**config.mk**
```make
export PLATFORM = sky130hd
export DESIGN_NAME = uart_rx_cmd
export DESIGN_NICKNAME = d
export VERILOG_FILES = /design/src/rtl/uart_pkg.sv /design/src/rtl/sync_2ff.sv /design/src/rtl/uart_rx_cmd.sv
export SDC_FILE = /design/constraint.sdc
export NUM_CORES = 1
export LEC_CHECK = 0
export CAP_MARGIN = 0
export CORE_MARGIN = 2
export CORE_UTILIZATION = 55
export CTS_BUF_LIST = sky130_fd_sc_hd__clkbuf_8
export DETAILED_ROUTE_END_ITERATION = 12
export MAX_ROUTING_LAYER = met4
export PLACE_DENSITY_LB_ADDON = 0.05
export SETUP_SLACK_MARGIN = 0.3
export SLEW_MARGIN = 10
export SYNTH_ARGS = -nofsm -noshare
export SYNTH_HDL_FRONTEND = slang
export SYNTH_SLANG_ARGS = --single-unit
```
**constraint.sdc**
```tcl
create_clock -name clk -period 2.5 [get_ports clk]
set_clock_uncertainty 0.15 [all_clocks]
set_input_delay 0.25 -clock clk [delete_from_list [all_inputs] [get_ports clk]]
set_output_delay 0.25 -clock clk [all_outputs]
set_load 0.05 [all_outputs]
```
**src/rtl/uart_pkg.sv**
```systemverilog
// Shared types and helpers for the UART command receiver.
package uart_pkg;

  // Data bits per frame.
  localparam int unsigned DATA_BITS = 8;

  // Receiver FSM states; StParity is only reachable when UART_RX_PARITY_EN is defined.
  typedef enum logic [2:0] {
    StIdle,
    StStart,
    StData,
    StParity,
    StStop
  } uart_state_e;

  // Clocks per serial bit, truncated.
  function automatic int unsigned clks_per_bit(input int unsigned clk_freq,
                                               input int unsigned baud);
    return clk_freq / baud;
  endfunction

endpackage

```
**src/rtl/sync_2ff.sv**
```systemverilog
// Generic two-flop synchroniser for asynchronous inputs, with a configurable reset value.
module sync_2ff #(
  parameter int unsigned     Width    = 1,
  parameter logic [Width-1:0] ResetVal = '1
) (
  input  logic             clk,
  input  logic             rst_n,
  input  logic [Width-1:0] d_i,
  output logic [Width-1:0] q_o
);

  logic [Width-1:0] meta_q;
  logic [Width-1:0] sync_q;

  // Two back-to-back flops resolve metastability before the value is used.
  always_ff @(posedge clk or negedge rst_n) begin
    if (!rst_n) begin
      meta_q <= ResetVal;
      sync_q <= ResetVal;
    end else begin
      meta_q <= d_i;
      sync_q <= meta_q;
    end
  end

  assign q_o = sync_q;

endmodule

```
**src/rtl/uart_rx_cmd.sv**
```systemverilog
// 8N1 UART receiver producing command bytes with a one-cycle valid strobe.
// Optional even-parity checking is compiled in with UART_RX_PARITY_EN.
module uart_rx_cmd #(
  parameter int unsigned CLK_FREQ = 50000000,
  parameter int unsigned BAUD     = 115200
) (
  input  logic       clk,
  input  logic       rst_n,
  input  logic       rx_i,
  output logic [7:0] rx_data_o,
  output logic       rx_valid_o,
  output logic       frame_err_o,
  output logic       busy_o
);
  import uart_pkg::*;

  localparam int unsigned CLKS_PER_BIT = clks_per_bit(CLK_FREQ, BAUD);
  localparam int unsigned CntW = (CLKS_PER_BIT > 1) ? $clog2(CLKS_PER_BIT) : 1;
  localparam logic [CntW-1:0] CntFull = CntW'(CLKS_PER_BIT - 1);
  localparam logic [CntW-1:0] CntHalf = CntW'(CLKS_PER_BIT / 2 - 1);
  localparam logic [2:0]      IdxLast = 3'(DATA_BITS - 1);

  if (CLKS_PER_BIT < 4) begin : g_bad_baud
    $error("uart_rx_cmd: CLK_FREQ/BAUD must be at least 4");
  end

  logic rx_s;

  sync_2ff #(
    .Width   (1),
    .ResetVal(1'b1)
  ) u_sync (
    .clk  (clk),
    .rst_n(rst_n),
    .d_i  (rx_i),
    .q_o  (rx_s)
  );

  uart_state_e          state_q, state_d;
  logic [CntW-1:0]      cnt_q, cnt_d;
  logic [2:0]           idx_q, idx_d;
  logic [DATA_BITS-1:0] shift_q, shift_d;
  logic [DATA_BITS-1:0] data_q, data_d;
  logic                 armed_q, armed_d;
  logic                 valid_q, valid_d;
  logic                 ferr_q, ferr_d;
`ifdef UART_RX_PARITY_EN
  logic                 par_q, par_d;
`endif

  // Next-state logic: sample mid-bit, shift LSB first, judge the frame at mid stop bit.
  always_comb begin
    state_d = state_q;
    cnt_d   = cnt_q;
    idx_d   = idx_q;
    shift_d = shift_q;
    data_d  = data_q;
    armed_d = armed_q;
    valid_d = 1'b0;
    ferr_d  = 1'b0;
`ifdef UART_RX_PARITY_EN
    par_d   = par_q;
`endif

    unique case (state_q)
      StIdle: begin
        // Only a high-to-low transition after an idle-high line starts a frame.
        if (armed_q && !rx_s) begin
          state_d = StStart;
          cnt_d   = '0;
          armed_d = 1'b0;
        end else if (rx_s) begin
          armed_d = 1'b1;
        end
      end

      StStart: begin
        if (cnt_q == CntHalf) begin
          cnt_d   = '0;
          idx_d   = '0;
          state_d = rx_s ? StIdle : StData;
        end else begin
          cnt_d = cnt_q + 1'b1;
        end
      end

      StData: begin
        if (cnt_q == CntFull) begin
          cnt_d          = '0;
          shift_d[idx_q] = rx_s;
          if (idx_q == IdxLast) begin
`ifdef UART_RX_PARITY_EN
            state_d = StParity;
`else
            state_d = StStop;
`endif
          end else begin
            idx_d = idx_q + 3'd1;
          end
        end else begin
          cnt_d = cnt_q + 1'b1;
        end
      end

`ifdef UART_RX_PARITY_EN
      StParity: begin
        if (cnt_q == CntFull) begin
          cnt_d   = '0;
          par_d   = rx_s;
          state_d = StStop;
        end else begin
          cnt_d = cnt_q + 1'b1;
        end
      end
`endif

      StStop: begin
        if (cnt_q == CntFull) begin
          cnt_d   = '0;
          idx_d   = '0;
          state_d = StIdle;
`ifdef UART_RX_PARITY_EN
          if (rx_s && !(^{shift_q, par_q})) begin
`else
          if (rx_s) begin
`endif
            data_d  = shift_q;
            valid_d = 1'b1;
          end else begin
            ferr_d = 1'b1;
          end
        end else begin
          cnt_d = cnt_q + 1'b1;
        end
      end

      default: begin
        state_d = StIdle;
        cnt_d   = '0;
        idx_d   = '0;
      end
    endcase
  end

  // State and output registers.
  always_ff @(posedge clk or negedge rst_n) begin
    if (!rst_n) begin
      state_q <= StIdle;
      cnt_q   <= '0;
      idx_q   <= '0;
      shift_q <= '0;
      data_q  <= '0;
      armed_q <= 1'b0;
      valid_q <= 1'b0;
      ferr_q  <= 1'b0;
`ifdef UART_RX_PARITY_EN
      par_q   <= 1'b0;
`endif
    end else begin
      state_q <= state_d;
      cnt_q   <= cnt_d;
      idx_q   <= idx_d;
      shift_q <= shift_d;
      data_q  <= data_d;
      armed_q <= armed_d;
      valid_q <= valid_d;
      ferr_q  <= ferr_d;
`ifdef UART_RX_PARITY_EN
      par_q   <= par_d;
`endif
    end
  end

  assign rx_data_o   = data_q;
  assign rx_valid_o  = valid_q;
  assign frame_err_o = ferr_q;
  assign busy_o      = (state_q != StIdle);

endmodule

```
=== After elaboration in Yosys (flattened, before gate mapping) ===
Cells that the tools add are included.

* Flip-flop bits (word level): 36
* Output and inout port bits: 11
* Input port bits: 3

* Order comparisons: 2
* Reduce and logical (&&, ||, !) cells: 12
* Multiplexer cells: 26
* Bitwise operators: 1
* Eq/ne operators: 12
* Add/subtract/negate cells: 2

{| class="wikitable"
|+ Operators by type and width
! cell !! number
|-
| 9-bit two-way mux || 3
|-
| 9-bit one-hot mux with 3 select lines || 1
|-
| 3-bit two-way mux || 8
|-
| 3-bit one-hot mux with 4 select lines || 2
|-
| 2-bit != test (second input constant) || 6
|-
| 5-bit AND reduction || 2
|-
| 9-bit by 1-bit adder with 9-bit output (second input constant) || 1
|-
| 9-bit by 8-bit equality test with 1-bit output (second input constant) || 1
|-
| 9-bit equality test (second input constant) || 1
|-
| 1-bit two-way mux || 9
|-
| 8-bit bitwise mux || 1
|-
| 3-bit equality test (second input constant) || 2
|-
| 3-bit by 4-bit less-than comparator with 1-bit output (second input constant) || 1
|-
| 2-bit AND reduction || 2
|-
| 3-bit by 1-bit adder with 3-bit output (second input constant) || 1
|-
| 1-bit demux with 3-bit select || 1
|-
| 3-bit by 1-bit equality test with 1-bit output (second input constant) || 1
|-
| 3-bit by 2-bit equality test with 1-bit output (second input constant) || 1
|-
| 3-bit by 1-bit >= comparator with 1-bit output (second input constant) || 1
|-
| 3-bit logical NOT || 1
|-
| 3-bit AND reduction || 1
|-
| 3-bit nonzero test || 1
|-
| 1-bit logical AND || 2
|-
| 2-bit two-way mux || 1
|-
| other kinds (4) || 4
|}

=== Longest topological paths before layout ===
Gate-level depths: netlist of run 1.

* Word-level depth: 5
* Mapped depth: 8

=== Hierarchy ===
From an unflattened synthesis of run 1, not the netlist that was laid out.

* Cells, all modules: 166
* Area total of the unflattened synthesis: 1809.2 um^2

{| class="wikitable"
|+ By module, submodules not included
! module !! times used !! seq. area each (um^2) !! cells an instance !! area each (um^2)
|-
| uart_rx_cmd || 1 || 850.8 || 164 || 1756.7
|-
| sync_2ff || 1 || 52.6 || 2 || 52.6
|}

=== Least setup slack after synthesis of run 1 ===
Ideal clock, no wire load.

* Path type: flip-flop to flip-flop
* Start point: reg state_q[2]
* End point: reg cnt_q[4]
* Data arrival time: 1.856 ns
* Stages on the path, launching flop included: 8
* Path slack: 0.373 ns
* Setup time: 0.121 ns
* Path through: dfrtp_1 buf_2 or3_1 clkbuf_1 a21oi_2 nor3_1 a21o_1 a22o_1

* Longest elaborated chain between the ends: 3
* Elaborated cells between the ends (all ways): 7
* Those cells by class: eq/ne: 4; mux: 1; reduce/logical: 2

{| class="wikitable"
|+ Ends and longest elaborated chain
! element !! line !! RTL
|-
| from (decl) || uart_rx_cmd.sv:39 || <nowiki>uart_state_e state_q, state_d;</nowiki>
|-
| from (signal assigned) || uart_rx_cmd.sv:148 || <nowiki>state_q <= StIdle;</nowiki>
|-
| from (signal assigned) || uart_rx_cmd.sv:160 || <nowiki>state_q <= state_d;</nowiki>
|-
| 3-bit equality test or 3-bit by 2-bit equality test with 1-bit output (tied branches) || uart_rx_cmd.sv:65 || <nowiki>unique case (state_q)</nowiki>
|-
| 2-bit OR reduction (no line) || - ||
|-
| 9-bit one-hot mux with 3 select lines || uart_rx_cmd.sv:65 ||
|-
| to (signal assigned) || uart_rx_cmd.sv:161 || <nowiki>cnt_q <= cnt_d;</nowiki>
|-
| to (decl) || uart_rx_cmd.sv:40 || <nowiki>logic [CntW-1:0] cnt_q, cnt_d;</nowiki>
|}

Parallel ways exist; a longest one is shown, timed or not.
A chain may end at the register's enable or synchronous reset.

=== Worst setup path in the final report of run 1 ===
* Start point: reg cnt_q[1]
* End point: reg shift_q[2]

* Longest elaborated chain between the ends: 2

{| class="wikitable"
|+ Ends and longest elaborated chain
! element !! line !! RTL
|-
| 9-bit equality test || uart_rx_cmd.sv:88 || <nowiki>if (cnt_q == CntFull) begin</nowiki>
|-
| 2-bit AND reduction (no line) || - ||
|-
| to (signal assigned) || uart_rx_cmd.sv:163 || <nowiki>shift_q <= shift_d;</nowiki>
|-
| to (decl) || uart_rx_cmd.sv:42 || <nowiki>logic [DATA_BITS-1:0] shift_q, shift_d;</nowiki>
|}

Every way passes these cells.

==> metrics.cfg, run 1 <==
[run_status]
status = completed

[routing]
drc_errors = 0
wl_per_cell_um = 14.80
highest_layer = met4
vias = 1203
initialDrtViolationCount = 40
met2WireLength_um = 1570
wl_um = 3242
final_antenna_net_count = 0
met1_length_um = 1496
routed-wl-met3_um = 119
dr.pass1.iters = 4
viasPerCell = 5.493

[synthesis]
async_reset_ff_share_pct = 100.0
yosysWarnings = 0
synth_top_area_share_pct = 47.52
syn_avg_cell_area_um2 = 11.40
ys_top_cells_by_area = dfrtp_1, mux2_2, ha_1, dfstp_2, nand2_1
netlist_top_cells_count = dfrtp_1, nand2_1, mux2_2
syn-instance-count = 157
yosysSeqAreaShare_pct = 50.45
yosysMostFrequentCell = dfrtp_1
synth_flop_cell = dfrtp_1
syn_area_um2 = 1790
ys_ff_latch = 36
synth_edf_count = 0
ys_types = 38
synth_fp_nets = 165
synth_top_area_cell = dfrtp_1

[timing]
drv_slew = 0
tightest_slew_ps = 558.0
period_share_pct = 84.73
fin_tns_setup_ps = 0
rsz0062_at_grt = no
hold_violations = 0
min_period_ps = 2118
max_freq_ghz = 0.4721
setup_viol = 0
slew_headroom_pct = 62.58
fin_hold_ws_ps = 208.2

[finish]
n_fill_cell = 220
post-route-util_pct = 68.90
areaGrowthSynthToFinish_pct = 18.45
drive_gt1_share_pct = 26.29
layoutNonFillerInstCount = 219
antenna_cells = 0
nets = 182

[critical_path]
crit_type = reg -> reg
arrival_ps = 2140
timing.rr.end = shift_q[2]$_DFFE_PN0P_
path_max_fanout = 4
start_kind = register
endpoint_kind = register
r2r_cells = 7
required_ps = 2530
reg2reg_slack_ps = 380
rr_startpoint = cnt_q[1]$_DFFE_PN0P_
startpoint = cnt_q[1]$_DFFE_PN0P_

[clocking]
cts_tree = yes
cts_max_path_buffers = 2
cts_made_buffers = 5
htree_num_levels = 2
clock_latency_ps = 290
cts.sinks = 36
clockRootBuffer = clkbuf_8
path_clk_slew_ps = 70

[die]
dieArea_um2 = 3728
initial_core_util_pct = 58.17
fp-row-count = 20
die_w_um = 61.06
die_h_um = 61.06
io_pins = 14
core_um2 = 3078

[pwr]
p_leak_nw = 0.9410
ir_drop_uv = 817.5
power_density_nw_per_um2 = 878.8

[hold_path]
min_to = u_sync.q_o$_DFF_PN1_
hold_class = reg -> reg
hold_depth = 0
holdCritStartpoint = u_sync.meta_q$_DFF_PN1_

[global_route]
grt_start_max_net_pins = 37
grt_pass1_wl_um = 5230
overflow = 0
antenna_found_initial = 0
track_usage_pct = 20.63
grt_pass1_vias = 1105

[placed_design]
dpl.cell_count = 209
hpwl_um = 2143
place.gp.congestion = 0.8546
portBuffers = 13

[job]
cap_violations = 0

==> where the power goes <==
group / leakage [nW] / total, mW / internal [mW] / switching (mW)
Clock: 0.0593 / 0.490 / 0.291 / 0.198
Sequential: 0.483 / 0.763 / 0.655 / 0.108
Combinational: 0.398 / 0.611 / 0.254 / 0.357
==> per-layer routing <==
metal / track usage, % / vias up
met1: 26.12 / 584
met5: - / -
met4: 8.385 / 0
li1: - / 596
met3: 7.563 / 6
met2: 29.94 / 17
==> critical path, cell delays in order, from the launching register on <==
cell,delay (ps)
dfrtp_1,390
inv_2,80
ha_1,150
inv_2,50
nor4_4,440
and3b_2,320
nand3b_1,110
mux2_4,320
==> repair_timing <==
action	CTS	global route
hold buffers	0	0
setup buffers	2	0
resized for setup	2	9
pin swaps	3	4
setup endpoints to repair	3	8
==> final cells by class <==
| cell class | instances | area, um2 | share of cell area [%] |
|---|---|---|---|
| clock inverter | 3 | 38.79 | 1.829 |
| tap | 44 | 55.05 | 2.596 |
| clock buffer | 5 | 68.82 | 3.245 |
| multi-input combinational | 109 | 862.1 | 40.65 |
| sequential | 36 | 905.9 | 42.71 |
| timing repair buffer | 17 | 171.4 | 8.083 |
| inverter | 5 | 18.77 | 0.8850 |
==> metrics by stage <==
stage	setup WS [ps]	cell area, um2	power [mW]
2_1_floorplan	373.0	1790	1.186
3_3_place_gp	333.9	1968	1.336
3_5_place_dp	299.5	1968	1.357
4_1_cts	303.8	2091	1.860
5_1_grt	297.7	2121	1.976
6_report	381.8	2121	1.864
==> cell usage in the layout, fill, tap and decap left out, drive strengths merged <==
master / count
nand4: 1
bufinv: 1
a22o: 6
o31ai: 3
mux2: 15
o21ai: 9
nor3: 2
and3b: 1
buf: 4
dfstp: 2
dfrtp: 34
o22ai: 1
o41ai: 1
nor4: 2
clkbuf: 5
a32o: 1
xnor2: 1
a21o: 4
nand2b: 5
nor3b: 4
a31oi: 3
nand3: 8
or2: 1
or3: 1
clkdlybuf4s50: 12
nor2: 10
dlygate4sd2: 1
nand4b: 1
nand3b: 3
ha: 5
clkinv: 1
a21oi: 6
nand4bb: 1
inv: 6
nand2: 14
==> sequential cells by signal, summed over array words and instances (netlist names), 3 cells and up <==
register   cells
cnt_q          9
rx_data_o      8
shift_q        8
idx_q          3
state_q        3
==> kinds of logic after synthesis <==
group / synth area share, %
DFF: 50.45
buffers and inverters: 3.005
and+or+nand+nor: 19.08
xor gates and xnor gates: 0.4893
muxes: 10.06
AOI/OAI and AO/OA: 13.42
adders and majority gates: 3.494
==> worst max-delay path by stage <==
stage | slack [ps] | to | depth (start not counted)
after detailed placement | 300 | shift_q[5]$_DFFE_PN0P_ | 7
after floorplan | 370 | cnt_q[4]$_DFFE_PN0P_ | 7
after CTS | 300 | shift_q[5]$_DFFE_PN0P_ | 6
after global routing | 300 | shift_q[4]$_DFFE_PN0P_ | 7
after global placement | 330 | shift_q[1]$_DFFE_PN0P_ | 7
final | 380 | shift_q[2]$_DFFE_PN0P_ | 7
Note: power is estimated with default switching activity, not from simulation.
==> run 2: changes to the inputs <==
- CORE_UTILIZATION: 55 -> 54
- clock period: 2.5 -> 1.85 ns (I/O delays scaled with it)
==> metrics.cfg, run 2 (synthesized netlist as in run 1, its figures left out) <==
[routing]
viasPerCell = 5.958
initialDrtViolationCount = 109
dr.pass1.iters = 4
drc_errors = 0
wl_um = 4897
wl_per_cell_um = 18.62
vias = 1567
final_antenna_net_count = 0

[finish]
drive_gt1_share_pct = 52.51
top_register = cnt_q
nets = 226
largest_register_ffs = 9
layout_commonest_cell = buf_4
layout_common_cells = buf_4, dfrtp_1, buf_6
post-route-util_pct = 86.53
areaGrowthSynthToFinish_pct = 49.97
multiInputGateArea_um2 = 1057
n_fill_cell = 159
antenna_cells = 0
seq_area_um2 = 904.6

[pwr]
ir_drop_uv = 1156
p_int_mw = 2.261
pwr-share-comb_pct = 51.8
pwr-share-seq_pct = 27.3
p_leak_nw = 1.288
p_clk_share_pct = 20.9
power_density_nw_per_um2 = 1334
sw_frac_of_total_pct = 36.86
p_switching_mw = 1.320
power_mw = 3.581

[timing]
drv_slew = 0
slew_headroom_pct = 61.05
setup_ws_ps = -255.4
rsz0062_at_grt = yes
setup_viol = 31
tightest_slew_ps = 580.1
hold_violations = 0
min_period_ps = 2105
period_share_pct = 113.8
max_freq_ghz = 0.4750

[placed_design]
place.gp.congestion = 0.9071
portBuffers = 13
place_ws_ps = -417.6
hpwl_um = 2779

[critical_path]
start_kind = register
endpoint_kind = register
path_max_fanout = 6
crit_type = reg -> reg
arrival_ps = 2130
required_ps = 1870

[clocking]
cts_made_buffers = 5
clockRootBuffer = clkbuf_8
cts_max_path_buffers = 2
path_clk_slew_ps = 70
clock_latency_ps = 290
ctsHoldBuffers = 0
cts.sinks = 36
cts_tree = yes
htree_num_levels = 2

[die]
fp-row-count = 20
die_h_um = 61.58
core_um2 = 3103
io_pins = 14
initial_core_util_pct = 57.70
dieArea_um2 = 3792
die_w_um = 61.58

[global_route]
grt_pass1_vias = 1487
use_met3_pct = 5.672
gr-max-usage-layer = met2
grt_pass1_wl_um = 7196
overflow = 0
grt_start_max_net_pins = 37
antenna_found_initial = 0
grtUsageMet1_pct = 35.21
met2_usage_pct = 43.16
track_usage_pct = 27.65

[run_status]
violations = setup timing
status = finished with violations

[job]
cap_violations = 0

[hold_path]
hold_class = in -> reg

## run 2: timing repair
item,CTS,global route
pin swaps,16,7
resized for setup,49,15
cloned,1,0
hold endpoints to repair,0,0
endpoints found under the setup margin,45,34
buffers inserted,12,2
## run 2: path summary, 6_finish.rpt
kind	from	end	slack, ps	depth (start not counted)
setup / recovery	cnt_q[1]$_DFFE_PN0P_	state_q[0]$_DFFE_PN0P_	-260	8
hold / removal	rx_i	u_sync.meta_q$_DFF_PN1_	150	1
setup reg to reg	cnt_q[1]$_DFFE_PN0P_	state_q[0]$_DFFE_PN0P_	-260	8
hold reg to reg	u_sync.meta_q$_DFF_PN1_	u_sync.q_o$_DFF_PN1_	210	0
max in group asynchronous	rst_n	u_sync.q_o$_DFF_PN1_	1030	2
min in group asynchronous	rst_n	cnt_q[6]$_DFFE_PN0P_	170	2
## run 2: critical path, cell delays in order, from the launching register on
cell and delay, ps:
dfrtp_1 400, inv_2 110, buf_6 120, ha_4 140, nand2_4 50, o41ai_4 360
buf_4 200, o31ai_4 110, o31ai_1 350
## run 2: cell type report
type / instances / area share (%)
clock buffer: 7 / 3.588
clock inverter: 1 / 1.118
inverter: 5 / 0.7922
multi-input combinational: 110 / 39.38
sequential: 36 / 33.69
tap: 44 / 2.050
timing repair buffer: 60 / 19.38
## run 2: metal layers
layer / vias up / share of wire [%]
met5: - / 0
met1: 775 / 42
met2: 81 / 48
met4: 0 / 3.2
met3: 19 / 7.2
li1: 692 / -
## run 2: power by group through the flow
stage	sequential, mW	clock (mW)	combinational, mW
after floorplan	1.00	0	0.727
after global placement	0.969	0	1.14
after detailed placement	0.977	0	1.18
after CTS	0.966	0.759	1.63
after global routing	0.982	0.785	1.95
final	0.976	0.750	1.85
## run 2: metrics by stage
step	instances	hold WS [ps]	instance area, um2	setup TNS [ps]
floorplan	157	-260.6	1842	-721.6
global placement	240	196.5	2222	-5048
detailed placement	240	198.9	2222	-6136
CTS	261	149.0	2614	-2970
global route	263	156.0	2685	-6897
finish	263	151.1	2685	-5224
==> run 3: changes to the inputs <==
- SKIP_CTS_REPAIR_TIMING: default -> 1
==> metrics.cfg, run 3 (synthesized netlist as in run 1, its figures left out) <==
[critical_path]
critical_path_buf_inv_count = 4
start_kind = register
path_max_fanout = 6
r2r_cells = 9
arrival_ps = 2240
cp_cell_sequence = buf_6 > inv_4 > ha_4 > nand2_4 > o41ai_4 > buf_4 > o31ai_4 > buf_4 > o31ai_1
cp_top_family = compound AO/OA/AOI/OAI gates
required_ps = 1880
rr_startpoint = cnt_q[0]$_DFFE_PN0P_
path_common_cell = buf_4
cpPeakStageDelay_ps = 430
reg2reg_slack_ps = -350
worst-path-stages = 9
timing.rr.end = state_q[0]$_DFFE_PN0P_
crit_type = reg -> reg
crit_slowest_cell = dfrtp_1
endpoint_kind = register

[clocking]
cts_made_buffers = 5
cts.sinks = 36
htree_num_levels = 2
cts_max_path_buffers = 2
path_clk_slew_ps = 70
cts_tree = yes
clock_latency_ps = 290
clockRootBuffer = clkbuf_8

[pwr]
power_density_nw_per_um2 = 1360
p_leak_nw = 1.426
ir_drop_uv = 1126
power_mw = 3.664

[routing]
wl_per_cell_um = 19.20
initialDrtViolationCount = 66
final_antenna_net_count = 0
vias = 1548
dr.pass1.iters = 4
viasPerCell = 5.908
drc_errors = 0
wl_um = 5030

[die]
dieArea_um2 = 3792
die_w_um = 61.58
io_pins = 14
die_h_um = 61.58
core_um2 = 3103
initial_core_util_pct = 57.70
fp-row-count = 20

[timing]
max_freq_ghz = 0.4539
setup_viol = 34
tightest_slew_ps = 616.3
period_share_pct = 119.1
drv_slew = 0
rsz0062_at_grt = yes
slew_headroom_pct = 58.53
setup_ws_ps = -353.3
hold_violations = 0
fin_tns_setup_ps = -5762
min_period_ps = 2203

[finish]
nets = 225
n_fill_cell = 163
drive_gt1_share_pct = 51.83
layout_commonest_cell = buf_4
top_register = cnt_q
largest_register_ffs = 9
areaGrowthSynthToFinish_pct = 50.45
antenna_cells = 0
layout_common_cells = buf_4, dfrtp_1, nand2_1, buf_6

[hold_path]
hold_class = in -> reg
min_to = u_sync.meta_q$_DFF_PN1_
holdCritStartpoint = rx_i
hold_depth = 1

[placed_design]
place_ws_ps = -417.6
place.gp.congestion = 0.9071
portBuffers = 13
hpwl_um = 2779

[global_route]
track_usage_pct = 24.02
grt_pass1_vias = 1313
grt_pass1_wl_um = 6265
antenna_found_initial = 0
overflow = 0
grt_start_max_net_pins = 37

[job]
cap_violations = 0

[run_status]
status = finished with violations
violations = setup timing

-- run 3: cell types whose count changed in the layout (fill, tap and decap cells not counted), moves of 2 or more --
cell	previous run	this run
nand2_2	3	1
dlygate4sd2_1	10	0
mux2_4	7	5
mux2_2	8	10
dlymetal6s2s_1	0	10
nand2_1	9	11
-- run 3: power breakdown --
part	leakage [nW]	switching, mW	internal, mW	total, mW
logic	0.877	0.990	0.948	1.94
clock network	0.0645	0.272	0.475	0.747
registers	0.484	0.0952	0.883	0.979
total	1.43	1.36	2.31	3.66
-- run 3: how the worst max path moves through the flow --
stage                                     from                     end  slack (ps)
after CTS                 cnt_q[1]$_DFFE_PN0P_    idx_q[1]$_DFFE_PN0P_        -430
after global routing      cnt_q[0]$_DFFE_PN0P_  state_q[0]$_DFFE_PN0P_        -380
after global placement    cnt_q[1]$_DFFE_PN0P_    idx_q[1]$_DFFE_PN0P_        -360
final                     cnt_q[0]$_DFFE_PN0P_  state_q[0]$_DFFE_PN0P_        -350
after detailed placement  cnt_q[1]$_DFFE_PN0P_    idx_q[1]$_DFFE_PN0P_        -420
after floorplan           cnt_q[6]$_DFFE_PN0P_  shift_q[1]$_DFFE_PN0P_        -110
-- run 3: through the flow --
step	util [%]	instance area, um2	hold slack (ps)	instances
6_report	86.81	2694	152.7	262
4_1_cts	75.69	2349	149.0	248
5_1_grt	86.81	2694	153.4	262
3_3_place_gp	71.61	2222	196.5	240
3_5_place_dp	71.61	2222	198.9	240
2_1_floorplan	-	1842	-260.6	157
-- run 3: worst reg2reg max path, delay by kind of cell (launching register included) --
kind / cells / cell delay (ps)
AO/OA/AOI/OAI: 3 / 750
buffers and inverters: 4 / 600
flip-flops: 1 / 430
adder cells (fa/ha/maj): 1 / 130
AND/OR/NAND/NOR: 1 / 50
-- run 3: cell type report --
| cell class | count | area (um2) | area share [%] |
|---|---|---|---|
| Multi-Input combinational cell | 110 | 1037 | 38.50 |
| Sequential cell | 36 | 904.6 | 33.58 |
| Tap cell | 44 | 55.05 | 2.044 |
| Clock inverter | 1 | 30.03 | 1.115 |
| Inverter | 5 | 23.77 | 0.8825 |
| Timing Repair Buffer | 59 | 546.8 | 20.30 |
| Clock buffer | 7 | 96.34 | 3.576 |
-- run 3: per-layer routing --
metal	track usage (%)	share of wire [%]	up-vias
li1	-	-	690
met5	-	0	-
met4	9.119	4.8	0
met1	31.64	40	772
met3	5.042	5.0	27
met2	36.39	50	59
